==> config.mk <==
export PLATFORM = sky130hd
export DESIGN_NAME = apb_rr_arbiter_flat
export DESIGN_NICKNAME = d
export VERILOG_FILES = /design/src/rtl/apb_rr_arbiter_pkg.sv /design/src/rtl/apb_rr_arbiter_if.sv /design/src/rtl/apb_rr_pick.sv /design/src/rtl/apb_rr_arbiter.sv /design/src/flat_wrapper.sv
export SDC_FILE = /design/constraint.sdc
export NUM_CORES = 1
export LEC_CHECK = 0
export ABC_CLOCK_PERIOD_IN_PS = 2450
export CAP_MARGIN = 10
export CORE_AREA = 3 3 101 103
export DETAILED_ROUTE_END_ITERATION = 7
export DIE_AREA = 0 0 104 106
export GPL_ROUTABILITY_DRIVEN = 0
export PLACE_DENSITY_LB_ADDON = 0.2
export SLEW_MARGIN = 5
export SYNTH_ARGS = -nofsm -noshare
export SYNTH_HDL_FRONTEND = slang
export SYNTH_SLANG_ARGS = --single-unit
==> constraint.sdc <==
create_clock -name clk -period 2.45 [get_ports clk]
set_input_delay 0.735 -clock clk [delete_from_list [all_inputs] [get_ports clk]]
set_output_delay 0.735 -clock clk [all_outputs]
set_load 0.02 [all_outputs]
==> src/rtl/apb_rr_arbiter_pkg.sv <==
// Shared types and constants for the APB round-robin arbiter.
// FSM encoding, timeout read-back value and default sizing.
package apb_rr_arbiter_pkg;

  typedef enum logic [1:0] {
    IDLE   = 2'd0,
    SETUP  = 2'd1,
    ACCESS = 2'd2
  } state_t;

  localparam logic [15:0] DEAD_DATA = 16'hDEAD;
  localparam int TIMEOUT_DEF = 255;
  localparam int BUS_WIDTH_DEF = 16;
  localparam int MASTER_PORTS_DEF = 4;

endpackage

==> src/rtl/apb_rr_arbiter_if.sv <==
// Bundle of per-master APB request lanes and the single downstream APB port.
// slave: arbiter side; master: the cores plus interconnect around it.
interface apb_rr_arbiter_if #(
  parameter int BUS_WIDTH    = apb_rr_arbiter_pkg::BUS_WIDTH_DEF,
  parameter int MASTER_PORTS = apb_rr_arbiter_pkg::MASTER_PORTS_DEF
);
  logic [MASTER_PORTS*BUS_WIDTH-1:0] S_PADDR;
  logic [MASTER_PORTS-1:0]           S_PWRITE;
  logic [MASTER_PORTS-1:0]           S_PSELx;
  logic [MASTER_PORTS*BUS_WIDTH-1:0] S_PWDATA;
  logic [MASTER_PORTS*BUS_WIDTH-1:0] S_PRDATA;
  logic [MASTER_PORTS-1:0]           S_PREADY;
  logic [BUS_WIDTH-1:0]              M_PADDR;
  logic                              M_PWRITE;
  logic [BUS_WIDTH-1:0]              M_PWDATA;
  logic                              M_PSEL;
  logic                              M_PENABLE;
  logic [BUS_WIDTH-1:0]              M_PRDATA;
  logic                              M_PREADY;

  modport slave (
    input  S_PADDR, S_PWRITE, S_PSELx, S_PWDATA,
    input  M_PRDATA, M_PREADY,
    output S_PRDATA, S_PREADY,
    output M_PADDR, M_PWRITE, M_PWDATA, M_PSEL, M_PENABLE
  );

  modport master (
    output S_PADDR, S_PWRITE, S_PSELx, S_PWDATA,
    output M_PRDATA, M_PREADY,
    input  S_PRDATA, S_PREADY,
    input  M_PADDR, M_PWRITE, M_PWDATA, M_PSEL, M_PENABLE
  );
endinterface

==> src/rtl/apb_rr_pick.sv <==
// Combinational rotating-priority picker: first requester after last wins.
// Result is one-hot, or zero when nobody requests.
module apb_rr_pick #(
  parameter int N  = 4,
  parameter int IW = 2
) (
  input  logic [N-1:0]  req,
  input  logic [IW-1:0] last,
  output logic [N-1:0]  pick
);
  logic [IW:0]  sh;
  logic [N-1:0] rot;
  logic [N-1:0] first;

  // rotate so bit 0 is master last+1, isolate lowest set bit, rotate back
  always_comb begin
    sh    = {1'b0, last} + 1'b1;
    rot   = N'({req, req} >> sh);
    first = rot & (~rot + 1'b1);
    pick  = N'(({first, first} << sh) >> N);
  end
endmodule

==> src/rtl/apb_rr_arbiter.sv <==
// N-to-1 APB arbiter with round-robin grant and one IDLE bubble per transfer.
// Optional ACCESS watchdog enabled by defining APB_ARB_TIMEOUT_EN.
module apb_rr_arbiter
  import apb_rr_arbiter_pkg::*;
#(
  parameter int BUS_WIDTH    = BUS_WIDTH_DEF,
  parameter int MASTER_PORTS = MASTER_PORTS_DEF
`ifdef APB_ARB_TIMEOUT_EN
  , parameter int TIMEOUT_CYCLES = TIMEOUT_DEF
`endif
) (
  input  logic                    clk,
  input  logic                    reset,
  apb_rr_arbiter_if.slave         bus,
  output logic [MASTER_PORTS-1:0] grant,
  output logic                    busy
`ifdef APB_ARB_TIMEOUT_EN
  , output logic                  timeout
`endif
);
  localparam int IW = $clog2(MASTER_PORTS);

  typedef logic [MASTER_PORTS-1:0][BUS_WIDTH-1:0] lanes_t;

  state_t state, state_nxt;
  logic [IW-1:0] gidx, last, pick_idx;
  logic [MASTER_PORTS-1:0] pick;
  logic done;
  lanes_t paddr_a, pwdata_a, prdata_a;
  logic [MASTER_PORTS-1:0] s_rdy;
  logic m_psel, m_pen, m_write;
  logic [BUS_WIDTH-1:0] m_addr, m_wdata;

`ifdef APB_ARB_TIMEOUT_EN
  localparam int CW = $clog2(TIMEOUT_CYCLES + 1);
  logic [CW-1:0] cnt;
  logic expire;
`endif

  apb_rr_pick #(
    .N  (MASTER_PORTS),
    .IW (IW)
  ) u_pick (
    .req  (bus.S_PSELx),
    .last (last),
    .pick (pick)
  );

  assign paddr_a  = bus.S_PADDR;
  assign pwdata_a = bus.S_PWDATA;

  always_comb begin
    pick_idx = '0;
    for (int i = 0; i < MASTER_PORTS; i++)
      if (pick[i]) pick_idx = IW'(i);
  end

  always_ff @(posedge clk or negedge reset) begin
    if (!reset) begin
      state <= IDLE;
      grant <= '0;
      gidx  <= '0;
      last  <= IW'(MASTER_PORTS - 1);
    end else begin
      state <= state_nxt;
      if (state == IDLE && |bus.S_PSELx) begin
        grant <= pick;
        gidx  <= pick_idx;
      end
      if (done) begin
        grant <= '0;
        last  <= gidx;
      end
    end
  end

`ifdef APB_ARB_TIMEOUT_EN
  always_ff @(posedge clk or negedge reset) begin
    if (!reset) begin
      cnt     <= '0;
      timeout <= 1'b0;
    end else begin
      cnt <= (state == ACCESS) ? cnt + 1'b1 : '0;
      if (expire) timeout <= 1'b1;
    end
  end
`endif

  always_comb begin
    state_nxt = state;
    done      = 1'b0;
    m_psel    = 1'b0;
    m_pen     = 1'b0;
    m_addr    = '0;
    m_wdata   = '0;
    m_write   = 1'b0;
    s_rdy     = '0;
    prdata_a  = '0;
`ifdef APB_ARB_TIMEOUT_EN
    expire    = 1'b0;
`endif
    unique case (state)
      IDLE: begin
        if (|bus.S_PSELx) state_nxt = SETUP;
      end
      SETUP: begin
        m_psel    = 1'b1;
        m_addr    = paddr_a[gidx];
        m_wdata   = pwdata_a[gidx];
        m_write   = bus.S_PWRITE[gidx];
        state_nxt = ACCESS;
      end
      ACCESS: begin
        m_psel  = 1'b1;
        m_pen   = 1'b1;
        m_addr  = paddr_a[gidx];
        m_wdata = pwdata_a[gidx];
        m_write = bus.S_PWRITE[gidx];
        if (bus.M_PREADY) begin
          done           = 1'b1;
          s_rdy[gidx]    = 1'b1;
          prdata_a[gidx] = bus.M_PRDATA;
          state_nxt      = IDLE;
        end
`ifdef APB_ARB_TIMEOUT_EN
        else if (cnt == CW'(TIMEOUT_CYCLES - 1)) begin
          done           = 1'b1;
          expire         = 1'b1;
          m_psel         = 1'b0;
          m_pen          = 1'b0;
          s_rdy[gidx]    = 1'b1;
          prdata_a[gidx] = BUS_WIDTH'(DEAD_DATA);
          state_nxt      = IDLE;
        end
`endif
      end
      default: state_nxt = IDLE;
    endcase
  end

  assign busy          = (state != IDLE);
  assign bus.M_PSEL    = m_psel;
  assign bus.M_PENABLE = m_pen;
  assign bus.M_PADDR   = m_addr;
  assign bus.M_PWDATA  = m_wdata;
  assign bus.M_PWRITE  = m_write;
  assign bus.S_PREADY  = s_rdy;
  assign bus.S_PRDATA  = prdata_a;
endmodule

==> src/flat_wrapper.sv <==
// flat-port wrapper written by rule: the top's interface ports become plain ports
module apb_rr_arbiter_flat import apb_rr_arbiter_pkg::*;
#(
  parameter int BUS_WIDTH    = BUS_WIDTH_DEF,
  parameter int MASTER_PORTS = MASTER_PORTS_DEF

)
  (clk, reset, grant, busy, bus_S_PADDR, bus_S_PWRITE, bus_S_PSELx, bus_S_PWDATA, bus_M_PRDATA, bus_M_PREADY, bus_S_PRDATA, bus_S_PREADY, bus_M_PADDR, bus_M_PWRITE, bus_M_PWDATA, bus_M_PSEL, bus_M_PENABLE);
  apb_rr_arbiter_if #(.BUS_WIDTH(BUS_WIDTH), .MASTER_PORTS(MASTER_PORTS)) bus_i ();
  input  logic clk;
  input  logic reset;
  output logic [MASTER_PORTS-1:0] grant;
  output logic busy;
  input wire logic [$bits(bus_i.S_PADDR)-1:0] bus_S_PADDR;
  input wire logic [$bits(bus_i.S_PWRITE)-1:0] bus_S_PWRITE;
  input wire logic [$bits(bus_i.S_PSELx)-1:0] bus_S_PSELx;
  input wire logic [$bits(bus_i.S_PWDATA)-1:0] bus_S_PWDATA;
  input wire logic [$bits(bus_i.M_PRDATA)-1:0] bus_M_PRDATA;
  input wire logic [$bits(bus_i.M_PREADY)-1:0] bus_M_PREADY;
  output wire logic [$bits(bus_i.S_PRDATA)-1:0] bus_S_PRDATA;
  output wire logic [$bits(bus_i.S_PREADY)-1:0] bus_S_PREADY;
  output wire logic [$bits(bus_i.M_PADDR)-1:0] bus_M_PADDR;
  output wire logic [$bits(bus_i.M_PWRITE)-1:0] bus_M_PWRITE;
  output wire logic [$bits(bus_i.M_PWDATA)-1:0] bus_M_PWDATA;
  output wire logic [$bits(bus_i.M_PSEL)-1:0] bus_M_PSEL;
  output wire logic [$bits(bus_i.M_PENABLE)-1:0] bus_M_PENABLE;
  assign bus_i.S_PADDR = bus_S_PADDR;
  assign bus_i.S_PWRITE = bus_S_PWRITE;
  assign bus_i.S_PSELx = bus_S_PSELx;
  assign bus_i.S_PWDATA = bus_S_PWDATA;
  assign bus_i.M_PRDATA = bus_M_PRDATA;
  assign bus_i.M_PREADY = bus_M_PREADY;
  assign bus_S_PRDATA = bus_i.S_PRDATA;
  assign bus_S_PREADY = bus_i.S_PREADY;
  assign bus_M_PADDR = bus_i.M_PADDR;
  assign bus_M_PWRITE = bus_i.M_PWRITE;
  assign bus_M_PWDATA = bus_i.M_PWDATA;
  assign bus_M_PSEL = bus_i.M_PSEL;
  assign bus_M_PENABLE = bus_i.M_PENABLE;
  apb_rr_arbiter #(.BUS_WIDTH(BUS_WIDTH), .MASTER_PORTS(MASTER_PORTS)) u_core (.clk(clk), .reset(reset), .bus(bus_i), .grant(grant), .busy(busy));
endmodule
======== Word level (Yosys, flattened, before mapping) ========
Index checks and enable logic that the tools add are counted.
word-level totals
  register bits ........................... 10
  bits of input ports ..................... 155
  output and inout port bits .............. 108
  word-level logic and storage cells ...... 54
operators by class
  add/sub/neg operators ................... 2
  magnitude comparators ................... 2
  equal/unequal tests ..................... 4
  shift operators ......................... 2
  multiplexer cells ....................... 29
  bitwise gates (word level) .............. 3
  reductions and logical operators ........ 8
operator list
  cell                                                 number
  2-to-1 mux 64 bit                                    2
  2-to-1 mux 16 bit                                    5
  AND 64 bit                                           1
  binary-select mux 16 bit (select 2 bit)              2
  demux 16 bit (select 2 bit)                          1
  2-to-1 mux 4 bit                                     4
  2-to-1 mux 1 bit                                     8
  2-to-1 mux 2 bit                                     4
  left shift 8 x 3 -> 8 bit                            1
  right shift 8 x 3 -> 4 bit                           1
  one-hot mux 2 bit (3 select lines)                   1
  adder 4 x 1 -> 4 bit, second input constant          1
  AND 4 bit                                            1
  != test 2 bit, second input constant                 2
  NOT 4 bit                                            1
  nonzero test 2 bit                                   2
  OR reduction 4 bit                                   1
  adder 2 x 1 -> 3 bit, second input constant          1
  < comparator 2 x 3 -> 1 bit, second input constant   1
  binary-select mux 1 bit (select 2 bit)               1
  demux 1 bit (select 2 bit)                           1
  == test 2 x 1 -> 1 bit, second input constant        1
  == test 2 bit, second input constant                 1
  >= comparator 2 x 1 -> 1 bit, second input constant  1
  4 further kinds                                      5

======== Depth between registers and ports, before layout ========
  word-level depth ........................ 9
  gate-level depth with buffers ........... 6
  gate-level depth less buffers ........... 6

======== Cells and area by module ========
A second synthesis with hierarchy kept.
second synthesis, totals
  cell total of the unflattened synthesis .. 241
  area total of the unflattened synthesis .. 2321.0 µm²
by module, submodules not included
  module          instances  cells an instance  area an instance (µm²)  seq. area each (µm²)
  apb_rr_arbiter  1          201                2021.9                  252.7
  apb_rr_pick     1          40                 299.0                   0.0

======== Least setup slack after synthesis ========
OpenSTA, ideal clock, no wires.
  kind .................................... register -> output
  from .................................... register u_core.state[0]
  to ...................................... output bus_S_PRDATA[10]
  arrival time ............................ 1.985 ns
  setup slack ............................. -0.270 ns
  stages on the path, launching flop included .. 7
  path buffers ............................ 1
  cells stage by stage .................... dfrtp_1 -> inv_1 -> ha_1 -> nand2_1 -> nor3_1 -> clkbuf_1 -> and2_1
between the ends
  word-level cells in the longest chain between the ends .. 2
RTL lines
  element                   RTL line               text
  start: declaration        apb_rr_arbiter.sv:25   state_t state, state_nxt;
  start signal: assignment  apb_rr_arbiter.sv:65   state <= state_nxt;
  == test 2 bit             apb_rr_arbiter.sv:102  unique case (state)
  2-to-1 mux 64 bit         apb_rr_arbiter.sv:102
  end: declaration          flat_wrapper.sv:20     output wire logic [$bits(bus_i.S_PRDATA)-1:0] bus_S_PRDATA;
Every way passes these cells.

======== Worst setup path in the final report ========
  from .................................... input bus_S_PADDR[53]
  to ...................................... output bus_M_PADDR[5]
between the ends
  word-level cells in the longest chain between the ends .. 3
RTL lines
  element                                  RTL line                                      text
  start: declaration                       flat_wrapper.sv:14                            input wire logic [$bits(bus_i.S_PADDR)-1:0] bus_S_PADDR;
  binary-select mux 16 bit (select 2 bit)  apb_rr_arbiter.sv:108, apb_rr_arbiter.sv:116
  2-to-1 mux 16 bit (implied by the code)  apb_rr_arbiter.sv:108, apb_rr_arbiter.sv:116
  2-to-1 mux 16 bit                        n/a
  end: declaration                         flat_wrapper.sv:22                            output wire logic [$bits(bus_i.M_PADDR)-1:0] bus_M_PADDR;
Every way passes these cells. The select of a mux whose other input is x is not followed.

==> summary.md <==
| Metric | Value |
|---|---|
| Tcrit/Tclk final | `0.995` |
| FILL cells | `a little over 900` |
| I/O pins | `between 200 and 300` |
| Critical Path End Type | `output pin` |
| First-pass GRT wire length | `between 15000 and 20000 um` |
| DR vias/cell | `4.56` |
| Die width | `approximately 100 um` |
| Synth Flop Type | `dfrtp_1` |
| Initial antenna violation count | `6` |
| Register area share after synthesis | `0.120` |
| Synth Cell Area | `between 2000 and 2500 um^2` |
| Post-synth top cells | `97 x and2_1, 33 x mux4_2, 11 x nand2_1` |
| Critical path launch point type | `input port` |
| GRT overflow | `0` |
| Final min period | `approximately 2400 ps` |
| CTS Buffer Depth | `2` |
| Hold Vio Cnt, Final | `0` |
| Area of the core | `between 9000 and 10000 um^2` |
| Total number of vias | `slightly below 3000` |
| Critical Setup Path Class | `input port to output pin` |
| Slew Limit Fails | `0` |
| Setup TNS | `0 ps` |
| Num CTS Buffers | `3` |
| Drt total wl | `11800 um` |
| Yosys cell types | `35` |
| Fin cells | `between 600 and 700` |
| # setup viols final | `0` |
| Clock sink count | `10` |
| Largest net degree at the start of global routing | `35` |
| Register bit total from synthesis | `10` |
| Cell Area, Placed | `5050 um^2` |
| Reg2Reg Setup Slack | `a little under 600 ps` |
| Final non-filler cell area | `about 5000 um^2` |
| Crit Reg-Reg Endpoint | `u_core.gidx[1]$_DFFE_PN0P_` |
| Critical Path AT | `1700 ps` |
| CTS tree | `built` |
| Status | `completed` |
| CTS root buf | `clkbuf_8` |
| CP max FO | `1` |
| WP data required | `about 1700 ps` |
| Post-DR wirelength/cell | `around 19 um` |
| Area contributors post-synth | `mux4_2 35%, and2_1 29%, dfrtp_1 9.5%` |
| F_max | `410 MHz` |
| Area growth, synth to finish | `135%` |
| Post-DP HPWL | `between 9000 and 10000 um` |
| Row count | `35` |
| Fraction of layout cells with a size suffix above 1 | `0.425` |
| Leading area contributor after synthesis | `mux4_2` |
| Clock Pin Slew Worst Setup and Hold Paths | `50 ps` |
| Vias in the first global route | `3007` |
| Most numerous cell in the Yosys netlist | `and2_1` |
| Net count after synthesis | `383` |
| Peak VDD IR | `0.547 mV` |
| RR Startpoint | `u_core.last[0]$_DFFE_PN1P_` |
| R2R cell count | `5` |
| Detail Route Antenna Nets | `0` |
| RSZ-0062 raised after global routing | `true` |
| DIE AREA | `roughly 11000 um^2` |
| First-pass DRT Iterations | `4` |
| GR Util All Layers | `0.201` |
| Max-cap check violation count | `0` |
| Yosys warns | `0` |
| Worst skew pair latency | `about 230 ps` |
| Slew @ Worst Pin | `570 ps` |
| WHS Endpoint | `u_core.last[0]$_DFFE_PN1P_` |
| Post-synth ARST share | `1.00` |
| Hold_sp | `u_core.last[0]$_DFFE_PN1P_` |
| Hold/Removal Path Class | `flop to flop` |
| Placed Instances | `roughly 620` |
| Power density over cell area | `~1000 nW/um^2` |
| Hold depth | `2` |
| Hold_buf cts | `0` |
| Initial Utilization | `0.227` |
| Port bufs | `between 200 and 300` |
| Cells after Synth | `224` |
| Chip Height | `~110 um` |
| H-tree level count | `1` |
| # DRC | `0` |
| Nets@finish | `664` |
| Mapped Avg Cell Area | `approximately 9.4 um^2` |
| Slew headroom | `0.619` |
| Final core occ | `0.534` |
| DRT iter0 DRCs | `between 60 and 70` |
| Leakage | `2.45 nW` |
| Number of synthesized flops with an enable pin | `0` |
| Clock skew | `between 2 and 2.5 ps` |
| Area share of the largest cell type after synthesis | `0.353` |
logic make-up (layout without fill, tap and decap cells):
group | after synthesis | in the layout | share of synthesized area
AND/OR/NAND/NOR | 129 | 129 | 0.361
multiplexers | 35 | 35 | 0.364
AO/OA/AOI/OAI | 23 | 23 | 0.0878
buffers and inverters | 23 | 303 | 0.0439
flip-flops | 10 | 10 | 0.120
adder cells (fa/ha/maj) | 4 | 4 | 0.0237
other | 0 | 3 | 0
worst max path at each step:
stage | to | cells past startpoint | startpoint
after floorplan | bus_S_PRDATA[23] | 6 | u_core.state[0]$_DFFE_PN0P_
after CTS | bus_M_PWDATA[1] | 4 | bus_S_PWDATA[49]
after global routing | bus_M_PWDATA[1] | 4 | u_core.gidx[0]$_DFFE_PN0P_
final | bus_M_PADDR[5] | 4 | bus_S_PADDR[53]
after detailed placement | bus_S_PRDATA[54] | 6 | bus_M_PREADY
after global placement | bus_S_PRDATA[54] | 6 | bus_M_PREADY
where the power goes:
| group | switching [mW] | total (mW) | leakage [nW] | internal [mW] |
|---|---|---|---|---|
| Sequential | 0.0971 | 0.358 | 0.117 | 0.261 |
| Clock | 0.0627 | 0.204 | 0.0288 | 0.141 |
| Combinational | 2.04 | 4.53 | 2.31 | 2.49 |
| Total | 2.20 | 5.10 | 2.45 | 2.89 |
state kept, by name, indices dropped and copies added (netlist names):
name / cells
u_core.grant: 4
u_core.gidx: 2
u_core.last: 2
u_core.state: 2
cells in the final DEF, fill, tap and decap left out, types with 2 or more instances in the layout:
cell	instances
inv_1	7
o31ai_1	2
mux4_2	33
buf_12	5
a221oi_1	2
nand2b_1	2
a21oi_1	6
nand2_1	11
diode_2	3
dfstp_2	2
and2_4	35
clkdlybuf4s15_1	38
buf_6	41
and2_1	62
clkbuf_8	4
nor2_1	7
clkdlybuf4s50_1	26
ha_1	3
buf_2	55
buf_4	26
dfrtp_1	7
dlygate4sd2_1	99
nor2_4	2
o21ai_0	4
layout make-up:
cell class / instances / area, um^2 / area share
multi-input combinational: 191 / 1900 / 0.382
tap: 129 / 161 / 0.0326
sequential: 10 / 254 / 0.0512
antenna: 3 / 7.51 / 0.00151
clock buffer: 4 / 55.1 / 0.0111
timing repair buffer: 291 / 2550 / 0.515
inverter: 8 / 30.0 / 0.00606
what timing repair did:
| action | CTS | global route |
|---|---|---|
| endpoints found under the setup margin | 102 | 85 |
| gates cloned | 3 | 0 |
| gates resized for setup | 605 | 89 |
| pin swaps | 33 | 4 |
| setup buffers | 3 | 2 |
routing by layer:
metal	vias to the layer above	global-route usage	wire, um
li1	1373	-	-
met1	1367	0.214	4160
met2	141	0.382	6230
met3	14	0.0874	1280
met4	6	0.0209	98
met5	-	0	34
critical path, stage by stage:
cell           delay (ps)
dlygate4sd2_1         220
mux4_2                450
and2_4                170
buf_6                 120
metrics by stage:
step / hold slack (ps) / power (mW) / setup WS [ps]
floorplan: 439 / 2.60 / 7.84
global placement: 499 / 4.40 / -850
detailed placement: 505 / 4.44 / -854
CTS: 512 / 5.15 / 0.486
global route: 551 / 5.41 / -8.95
finish: 510 / 5.10 / 13.4
(Power assumes the default switching activity.)
